[config.mk]
export PLATFORM = sky130hd
export DESIGN_NAME = boxcar_decimator
export DESIGN_NICKNAME = d
export VERILOG_FILES = /design/src/rtl/pll_pkg.sv /design/src/rtl/boxcar_decimator.sv
export SDC_FILE = /design/constraint.sdc
export NUM_CORES = 1
export LEC_CHECK = 0
export ABC_CLOCK_PERIOD_IN_PS = 3500
export CAP_MARGIN = 30
export CORE_MARGIN = 3
export CORE_UTILIZATION = 55
export DETAILED_ROUTE_END_ITERATION = 8
export PLACE_DENSITY = 0.78
export SYNTH_ARGS = -nofsm -noshare
export SYNTH_HDL_FRONTEND = slang
export SYNTH_SLANG_ARGS = --single-unit
[constraint.sdc]
create_clock -name clk_i -period 3.5 [get_ports clk_i]
set_input_delay 0.7 -clock clk_i [delete_from_list [all_inputs] [get_ports clk_i]]
set_output_delay 0.7 -clock clk_i [all_outputs]
set_load 0.01 [all_outputs]
[src/rtl/pll_pkg.sv]
// Shared constants and types for the PLL signal-path blocks.
package pll_pkg;
  localparam int LOG2_DECIM_W       = 4;
  localparam int LOG2_MAX_DECIM_DEF = 10;

  typedef enum logic {BLANK, ACCUM} decim_state_t;
endpackage

[src/rtl/boxcar_decimator.sv]
// Boxcar averaging decimator: averages 2^k signed samples per block and emits a
// registered average with a one-cycle strobe; restart blanks the mux settling window.
module boxcar_decimator
  import pll_pkg::*;
#(
  parameter int WIDTH          = 14,
  parameter int LOG2_MAX_DECIM = LOG2_MAX_DECIM_DEF,
  parameter int BLANK_CYCLES   = 2
) (
  input  logic                     clk_i,
  input  logic                     rst_i,
  input  logic signed [WIDTH-1:0]  in_i,
  input  logic [LOG2_DECIM_W-1:0]  log2_decim_i,
  input  logic                     restart_i,
  output logic signed [WIDTH-1:0]  out_o,
  output logic                     valid_o
);

  localparam int ACC_W = WIDTH + LOG2_MAX_DECIM;
  localparam int CW    = LOG2_MAX_DECIM + 1;
  localparam int BW    = (BLANK_CYCLES > 1) ? $clog2(BLANK_CYCLES) : 1;

  decim_state_t                state, state_nxt;
  logic signed [ACC_W-1:0]     acc, acc_nxt, sum;
  logic [LOG2_MAX_DECIM-1:0]   cnt, cnt_nxt;
  logic [LOG2_DECIM_W-1:0]     k_q, k_nxt, k_clamp;
  logic [BW-1:0]               bcnt, bcnt_nxt;
  logic [CW-1:0]               blk_len;
  logic                        blk_done;
  logic signed [WIDTH-1:0]     out_nxt;
  logic                        valid_nxt;

  assign k_clamp  = (log2_decim_i > LOG2_DECIM_W'(LOG2_MAX_DECIM))
                    ? LOG2_DECIM_W'(LOG2_MAX_DECIM) : log2_decim_i;
  assign blk_len  = CW'(1) << k_q;
  assign blk_done = ({1'b0, cnt} == (blk_len - CW'(1)));
  assign sum      = acc + ACC_W'(in_i);

  always_comb begin
    state_nxt = state;
    acc_nxt   = acc;
    cnt_nxt   = cnt;
    k_nxt     = k_q;
    bcnt_nxt  = bcnt;
    out_nxt   = out_o;
    valid_nxt = 1'b0;
    // Restart outranks block completion so a select change never emits a mixed average.
    if (restart_i) begin
      acc_nxt   = '0;
      cnt_nxt   = '0;
      k_nxt     = k_clamp;
      bcnt_nxt  = BW'(BLANK_CYCLES - 1);
      state_nxt = BLANK;
    end else begin
      case (state)
        BLANK: begin
          if (bcnt == '0) state_nxt = ACCUM;
          else            bcnt_nxt  = bcnt - BW'(1);
        end
        ACCUM: begin
          if (blk_done) begin
            out_nxt   = WIDTH'(sum >>> k_q);
            valid_nxt = 1'b1;
            acc_nxt   = '0;
            cnt_nxt   = '0;
            k_nxt     = k_clamp;
          end else begin
            acc_nxt = sum;
            cnt_nxt = cnt + LOG2_MAX_DECIM'(1);
          end
        end
        default: state_nxt = ACCUM;
      endcase
    end
  end

  always_ff @(posedge clk_i or posedge rst_i) begin
    if (rst_i) begin
      state   <= ACCUM;
      acc     <= '0;
      cnt     <= '0;
      k_q     <= '0;
      bcnt    <= '0;
      out_o   <= '0;
      valid_o <= 1'b0;
    end else begin
      state   <= state_nxt;
      acc     <= acc_nxt;
      cnt     <= cnt_nxt;
      k_q     <= k_nxt;
      bcnt    <= bcnt_nxt;
      out_o   <= out_nxt;
      valid_o <= valid_nxt;
    end
  end

endmodule

==> impl_results.md, run 1 <==
* Distinct cells, synth at 82
* VDD IR max at 0.3856 mV
* Remaining DRCs at 0
* Clock skew at 0.01880 ns
* Die outline area at 10,610 sq um
* Fin. max-slew vios at 0
* Syn Nets at 694
* Overall routing resource usage at 32.19%
* Horiz. Die Dim at 103.0 um
* CP required at 3.72 ns
* Vias after detailed routing at 5,971
* CP startpoint: in_i[13]
* P_leak at 0.003152 uW
* Fmax at 291.5 MHz
* CTS root buf: clkbuf_8
* Final Setup Violations at 0
* Sequential share of the synthesized area at 26.61%
* CTS H-tree depth at 2
* Layout cells sized above 1 at 31.73%
* Largest net degree at the start of global routing at 39
* Minimum clock period at 3.431 ns
* Gr ovfl total at 0
* HP Class: reg2reg
* Wirelength per Cell at 19.17 um
* Max cap viols at 0
* Die Ht at 103.0 um
* Post-synth EDFFs at 0
* Worst-Skew Late Latency at 0.33 ns
* Core Area at 8934 sq um
* CTS tree: yes
* CP Max Fanout at 8
* Crit path arrival time at 3.65 ns
* CTS buffer count at 5
* Setup ws final at 0.06942 ns
* Yosys warning count at 0
* Syn avg cell area at 8.002 sq um
* Hold WS at 0.4278 ns
* Asr flop ratio synth at 100.0%
* Power density cells at 586.2 nW/um^2
* Mapped Area at 5177 sq um
* Worst setup EP type: flip-flop
* Cells after synthesis at 647
* Post-DP HPWL at 12,240 um
* R2R depth at 14
* Worst R2R End: out_o[6]$_DFFE_PP0P_
* Status: finished, final reports clean
* Setup Total Neg Slack at 0 ns
* Period utilization at 98.02%
* Fillers at 575
* Detailed Route Iter0 Violations at 507
* Placement Setup Slack at -0.7647 ns
* Number of global-route vias before repair at 5,709
* DRT Pass-1 Iters at 5
* Final ANT Viol Nets at 0
* Worst r2r src: k_q[0]$_DFFE_PP0P_
* RSZ-0062 raised after global routing: true
* Cts hold-fix bufs at 0
* Worst setup endpoint: out_o[9]$_DFFE_PP0P_
* WL final at 17,240 um
* Clk buf depth at 2
* Clock transition at path regs at 0.12 ns
* Flop2flop setup slack at 0.22 ns
* Final Cell Area at 7134 sq um
* Nets at 837
* Top-Level Pins at 36
* Placer Congestion at 0.9330
* CTS sink count at 55
* Highest-count cells in the layout ignoring fill and taps: buf_4, nand2_1, dfrtp_1
* Setup CP Type: in2reg
* Primary FF master, synth: dfrtp_1
* P&R area growth vs syn at 37.80%
* First-pass GRT wire length at 27,230 um
* Fin. Hold Viols at 0
* Worst Tran Pin Value at 0.7068 ns
* Synth Register Bits at 55
* Initial antenna violation count at 0
* Most common cell after layout, fill and taps aside: buf_4
* Antenna diodes at 0
* Effective utilization at floorplan at 57.96%
* Startpoint Class: input port
* Placed Area at 6502 sq um
* Relative slew slack at 52.83%
* Port Buf Inserts at 35
* Via density at 6.642
* Num rows at 34
[flip-flops by register name, indices dropped and copies added, names as in the netlist]
| signal | flops |
|---|---|
| valid_o | 1 |
| acc | 24 |
| bcnt | 1 |
| state | 1 |
| cnt | 10 |
| k_q | 4 |
| out_o | 14 |
[per-layer routing]
metal	track usage (%)	routed length (um)	vias up
met1	39.02	6558	2853
li1	-	-	2715
met2	56.34	8674	315
met4	15.64	814	0
met3	3.857	1189	88
met5	0	0	-
[worst max-delay path, cell delays in order]
cell and delay [ns]:
clkdlybuf4s50_1 0.41, buf_6 0.16, ha_1 0.36, a21o_1 0.24, a211oi_2 0.27, or3b_2 0.46, o211ai_1 0.16, buf_4 0.16
nor2_4 0.04, a2111o_1 0.43, a21oi_2 0.16, o41ai_2 0.09
[logic make-up after synthesis]
logic type,synth area share [%]
AO/OA/AOI/OAI,32.41
multiplexers,4.326
adder cells (fa/ha/maj),6.428
XOR/XNOR,4.374
buffers and inverters,5.582
AND/OR/NAND/NOR,20.28
flip-flops,26.61
[through the flow]
stage,cells,util (%),power [uW]
5_1_grt,899,79.86,4417
3_5_place_dp,880,72.79,3363
4_1_cts,894,77.25,3952
2_1_floorplan,647,-,2202
3_3_place_gp,879,72.70,3289
6_report,899,79.86,4182
[worst min-delay path by stage]
stage / from / to / slack, ns / depth (start not counted)
global route: bcnt$_DFFE_PP0P_ / state$_DFF_PP1_ / 0.46 / 1
global placement: bcnt$_DFFE_PP0P_ / state$_DFF_PP1_ / 0.40 / 1
finish: bcnt$_DFFE_PP0P_ / state$_DFF_PP1_ / 0.43 / 1
CTS: bcnt$_DFFE_PP0P_ / state$_DFF_PP1_ / 0.43 / 1
floorplan: bcnt$_DFFE_PP0P_ / state$_DFF_PP1_ / 0.39 / 1
detailed placement: bcnt$_DFFE_PP0P_ / state$_DFF_PP1_ / 0.41 / 1
[cells in the mapped netlist, types with 4 or more instances]
cell	n	area [sq um]
nor2_1	56	210.2
a21o_1	14	105.1
mux4_2	4	90.09
xnor2_1	15	131.4
a31oi_1	4	25.02
xor2_1	9	78.83
a2111oi_0	7	61.31
ha_1	25	312.8
nor3b_1	6	45.04
o211ai_1	7	52.55
a221o_1	4	40.04
nor4_1	5	31.28
o21ai_0	46	230.2
nand3_1	9	45.04
a211o_1	4	35.03
mux2i_1	10	100.1
a21oi_1	46	230.2
buf_2	12	60.06
nand2b_1	5	31.28
nand4_1	6	37.54
inv_1	16	60.06
and2_1	8	50.05
o21ai_1	7	35.03
and3_1	8	50.05
o21a_1	7	52.55
nand2_1	69	259.0
a22o_1	12	105.1
or3_1	7	43.79
clkbuf_1	32	120.1
nor3_1	12	60.06
o31ai_1	15	112.6
dfrtp_1	54	1351
a211oi_1	25	187.7
nor2b_1	9	56.30
[power breakdown]
group	switching [uW]	internal (uW)
logic	1540	1450
clock network	249	146
registers	75.1	721
[what timing repair did]
item                       in CTS  in global routing
setup buffers                   7                  5
cloned                          0                  0
gates resized for setup        56                 44
pin swaps                      22                 18
setup endpoints to repair      14                 15
[final cells by class]
class                           instances  area (sq um)  area share [%]
Multi-Input combinational cell        525          3968           55.61
Timing Repair Buffer                  185          1494           20.94
Sequential cell                        55          1378           19.31
Tap cell                              108         135.1           1.894
Clock buffer                            5         68.82          0.9646
Inverter                               18         67.56          0.9470
Clock inverter                          3         23.77          0.3332
No activity file was read; power rests on OpenSTA's default activity.
==> run 2, diff against run 1 <==
--- a/config.mk
+++ b/config.mk
@@ -7,10 +7,12 @@
 export LEC_CHECK = 0
 export ABC_CLOCK_PERIOD_IN_PS = 3500
 export CAP_MARGIN = 30
+export CELL_PAD_IN_SITES_DETAIL_PLACEMENT = 0
+export CELL_PAD_IN_SITES_GLOBAL_PLACEMENT = 2
 export CORE_MARGIN = 3
-export CORE_UTILIZATION = 55
+export CORE_UTILIZATION = 33
 export DETAILED_ROUTE_END_ITERATION = 8
-export PLACE_DENSITY = 0.78
+export PLACE_DENSITY_LB_ADDON = 0.1
 export SYNTH_ARGS = -nofsm -noshare
 export SYNTH_HDL_FRONTEND = slang
 export SYNTH_SLANG_ARGS = --single-unit
==> run 2 against run 1 <==
- sequential power decreased by 0.8%
- sequential share of layout area decreased by 0.71 points
- clock-buffer cell count unchanged
- first-iteration DRC count decreased by 44%
- combinational power increased by 3%
- hold slack got worse by 0.015 ns
- worst setup slack improved by 0.0014 ns
- routed wire length increased by 7.3%
- final cell count increased by 13%
==> impl_results.md, run 2 (synthesis gave the netlist of run 1 again) <==
* Antenna diodes at 0 (unchanged)
* Crit-path leading delay family: compound AO/OA/AOI/OAI gates (unchanged)
* RSZ-0062 raised after global routing: true (unchanged)
* Top Registers: acc (24), out_o (14), cnt (10) (unchanged)
* Largest net degree at the start of global routing at 39 (unchanged)
* Worst Tran Pin Value at 0.6475 ns (was 0.7068 ns)
* CTS H-tree depth at 2 (unchanged)
* Minimum clock period at 3.429 ns (was 3.431 ns)
* Wirelength per Cell at 18.27 um (was 19.17 um)
* Hold WS at 0.4128 ns (was 0.4278 ns)
* Critical-path cell list: clkdlybuf4s50_1, ha_1, a21oi_2, o21ai_1, buf_4, or3b_2, o211ai_1, buf_4, nor2_4, a2111o_1, a21oi_2, o41ai_2 (was clkdlybuf4s50_1, buf_6, ha_1, a21o_1, a211oi_2, or3b_2, o211ai_1, buf_4, nor2_4, a2111o_1, a21oi_2, o41ai_2)
* Num rows at 45 (was 34)
* Flop2flop setup slack at 0.26 ns (was 0.22 ns)
* P&R area growth vs syn at 43.09% (was 37.80%)
* Max cap viols at 0 (unchanged)
* Effective utilization at floorplan at 33.93% (was 57.96%)
* Clock skew at 0.01157 ns (was 0.01880 ns)
* First-pass GRT wire length at 30,180 um (was 27,230 um)
* Clk buf depth at 2 (unchanged)
* Final ANT Viol Nets at 0 (unchanged)
* Layout cells sized above 1 at 33.33% (was 31.73%)
* Placer Congestion at 0.8627 (was 0.9330)
* Final Setup Violations at 0 (unchanged)
* Detailed Route Iter0 Violations at 282 (was 507)
* Nets at 847 (was 837)
* Sequential share of power at 17.9% (was 19.0%)
* Overall routing resource usage at 21.25% (was 32.19%)
* Fin. max-slew vios at 0 (unchanged)
* Number of global-route vias before repair at 5,668 (was 5,709)
* Setup CP Type: in2reg (unchanged)
* Worst R2R End: out_o[7]$_DFFE_PP0P_ (was out_o[6]$_DFFE_PP0P_)
* Remaining DRCs at 0 (unchanged)
* Worst r2r src: k_q[0]$_DFFE_PP0P_ (unchanged)
* Switching Fraction at 43.52% (was 44.68%)
* CP startpoint: in_i[12] (was in_i[13])
* Largest Register: acc (unchanged)
* Port Buf Inserts at 35 (unchanged)
* CTS tree: yes (unchanged)
* Startpoint Class: input port (unchanged)
* Clk pwr share at 12.5% (was 9.4%)
* CP max-delay cell: or3b_2 (unchanged)
* Gr ovfl total at 0 (unchanged)
* Critical hold path startpoint: bcnt$_DFFE_PP0P_ (unchanged)
* Crit path arrival time at 3.63 ns (was 3.65 ns)
* Fmax at 291.6 MHz (was 291.5 MHz)
* Die outline area at 17,230 sq um (was 10,610 sq um)
* HP Class: reg2reg (unchanged)
* Fillers at 1,536 (was 575)
* Top-Level Pins at 36 (unchanged)
* Worst setup EP type: flip-flop (unchanged)
* Worst-Skew Late Latency at 0.31 ns (was 0.33 ns)
* CTS buffer count at 5 (unchanged)
* Power density cells at 594.9 nW/um^2 (was 586.2 nW/um^2)
* Highest-count cells in the layout ignoring fill and taps: buf_4, nand2_1, dfrtp_1 (unchanged)
* Most common cell after layout, fill and taps aside: buf_4 (unchanged)
* Clock transition at path regs at 0.09 ns (was 0.12 ns)
* Combinational group share of total power at 69.6% (was 71.5%)
* Relative slew slack at 56.15% (was 52.83%)
* R2R depth at 14 (unchanged)
* Critical Path Stages at 12 (unchanged)
* Largest register FFs at 24 (unchanged)
* Status: finished, final reports clean (unchanged)
* Worst setup endpoint: out_o[9]$_DFFE_PP0P_ (unchanged)
* Die Ht at 131.3 um (was 103.0 um)
* NetSw at 1918 uW (was 1869 uW)
* DRT Pass-1 Iters at 5 (unchanged)
* Slowest cell delay on critical path at 0.44 ns (was 0.46 ns)
* P_leak at 0.003221 uW (was 0.003152 uW)
* Horiz. Die Dim at 131.3 um (was 103.0 um)
* Period utilization at 97.98% (was 98.02%)
* Total power at 4407 uW (was 4182 uW)
* CTS sink count at 55 (unchanged)
* CTS root buf: clkbuf_16 (was clkbuf_8)
* CP Max Fanout at 5 (was 8)
* Post-DP HPWL at 14,060 um (was 12,240 um)
* Via density at 5.498 (was 6.642)
* Vias after detailed routing at 5,564 (was 5,971)
* Fin. Hold Viols at 0 (unchanged)
* Core Area at 15,260 sq um (was 8934 sq um)
* P_int at 2489 uW (was 2314 uW)
* WL final at 18,490 um (was 17,240 um)
* CP required at 3.70 ns (was 3.72 ns)
* Initial antenna violation count at 0 (unchanged)
* VDD IR max at 0.2381 mV (was 0.3856 mV)
* Crit path buf inv count at 3 (unchanged)
==> run 2: timing repair <==
item | 4_1_cts | 5_1_grt
resized for setup | 51 | 55
hold buffers | 0 | 0
pin swaps | 18 | 19
buffers inserted | 10 | 4
endpoints found under the setup margin | 18 | 25
==> run 2: worst min path at each step <==
stage,endpoint,cells past startpoint
2_1_floorplan,state$_DFF_PP1_,1
3_3_place_gp,state$_DFF_PP1_,1
3_5_place_dp,state$_DFF_PP1_,1
4_1_cts,state$_DFF_PP1_,1
5_1_grt,state$_DFF_PP1_,1
6_report,state$_DFF_PP1_,1
==> run 2: metrics by stage <==
step | setup slack [ns] | instance area [sq um] | TNS, ns | util (%) | std cells
finish | 0.07085 | 7408 | 0 | 48.55 | 1012
global route | -0.06558 | 7408 | -0.2314 | 48.55 | 1012
CTS | -0.02864 | 7116 | -0.06287 | 46.63 | 1008
detailed placement | -0.7475 | 6684 | -9.464 | 43.80 | 990
global placement | -0.7122 | 6664 | -8.544 | 43.67 | 989
floorplan | 0.02826 | 5181 | 0 | - | 647
==> run 2: layer usage <==
layer / vias to the layer above / track usage (%) / routed length, um
li1: 2737 / - / -
met1: 2719 / 27.85 / 8408
met2: 90 / 37.85 / 9377
met3: 18 / 2.450 / 480
met4: 0 / 4.434 / 221
met5: - / 0 / 0
==> run 2: area by class of cell <==
cell class | instances | area [sq um] | area share [%]
sequential | 55 | 1378 | 18.59
clock inverter | 3 | 23.77 | 0.3209
tap | 211 | 264.0 | 3.564
multi-input combinational | 525 | 3984 | 53.77
timing repair buffer | 195 | 1567 | 21.15
inverter | 18 | 67.56 | 0.9120
clock buffer | 5 | 125.1 | 1.689
==> run 2: power by group through the flow <==
stage	Combinational (uW)	Sequential (uW)	Clock, uW
finish	3070	790	552
floorplan	1430	775	0
CTS	2870	787	569
global placement	2640	795	0
global route	3330	804	599
detailed placement	2660	799	0
==> run 2: worst reg2reg max path: stages (launching register included) <==
cell and delay, ns:
dfrtp_1 0.39, clkinv_1 0.10, nor2_1 0.17, nand2_1 0.08, ha_2 0.26, xnor2_2 0.18
nor3b_1 0.20, o211ai_1 0.13, a221oi_2 0.33, nand4_2 0.14, or3_4 0.41, buf_4 0.20
a211oi_1 0.30, a2bb2oi_1 0.11, o31a_1 0.11
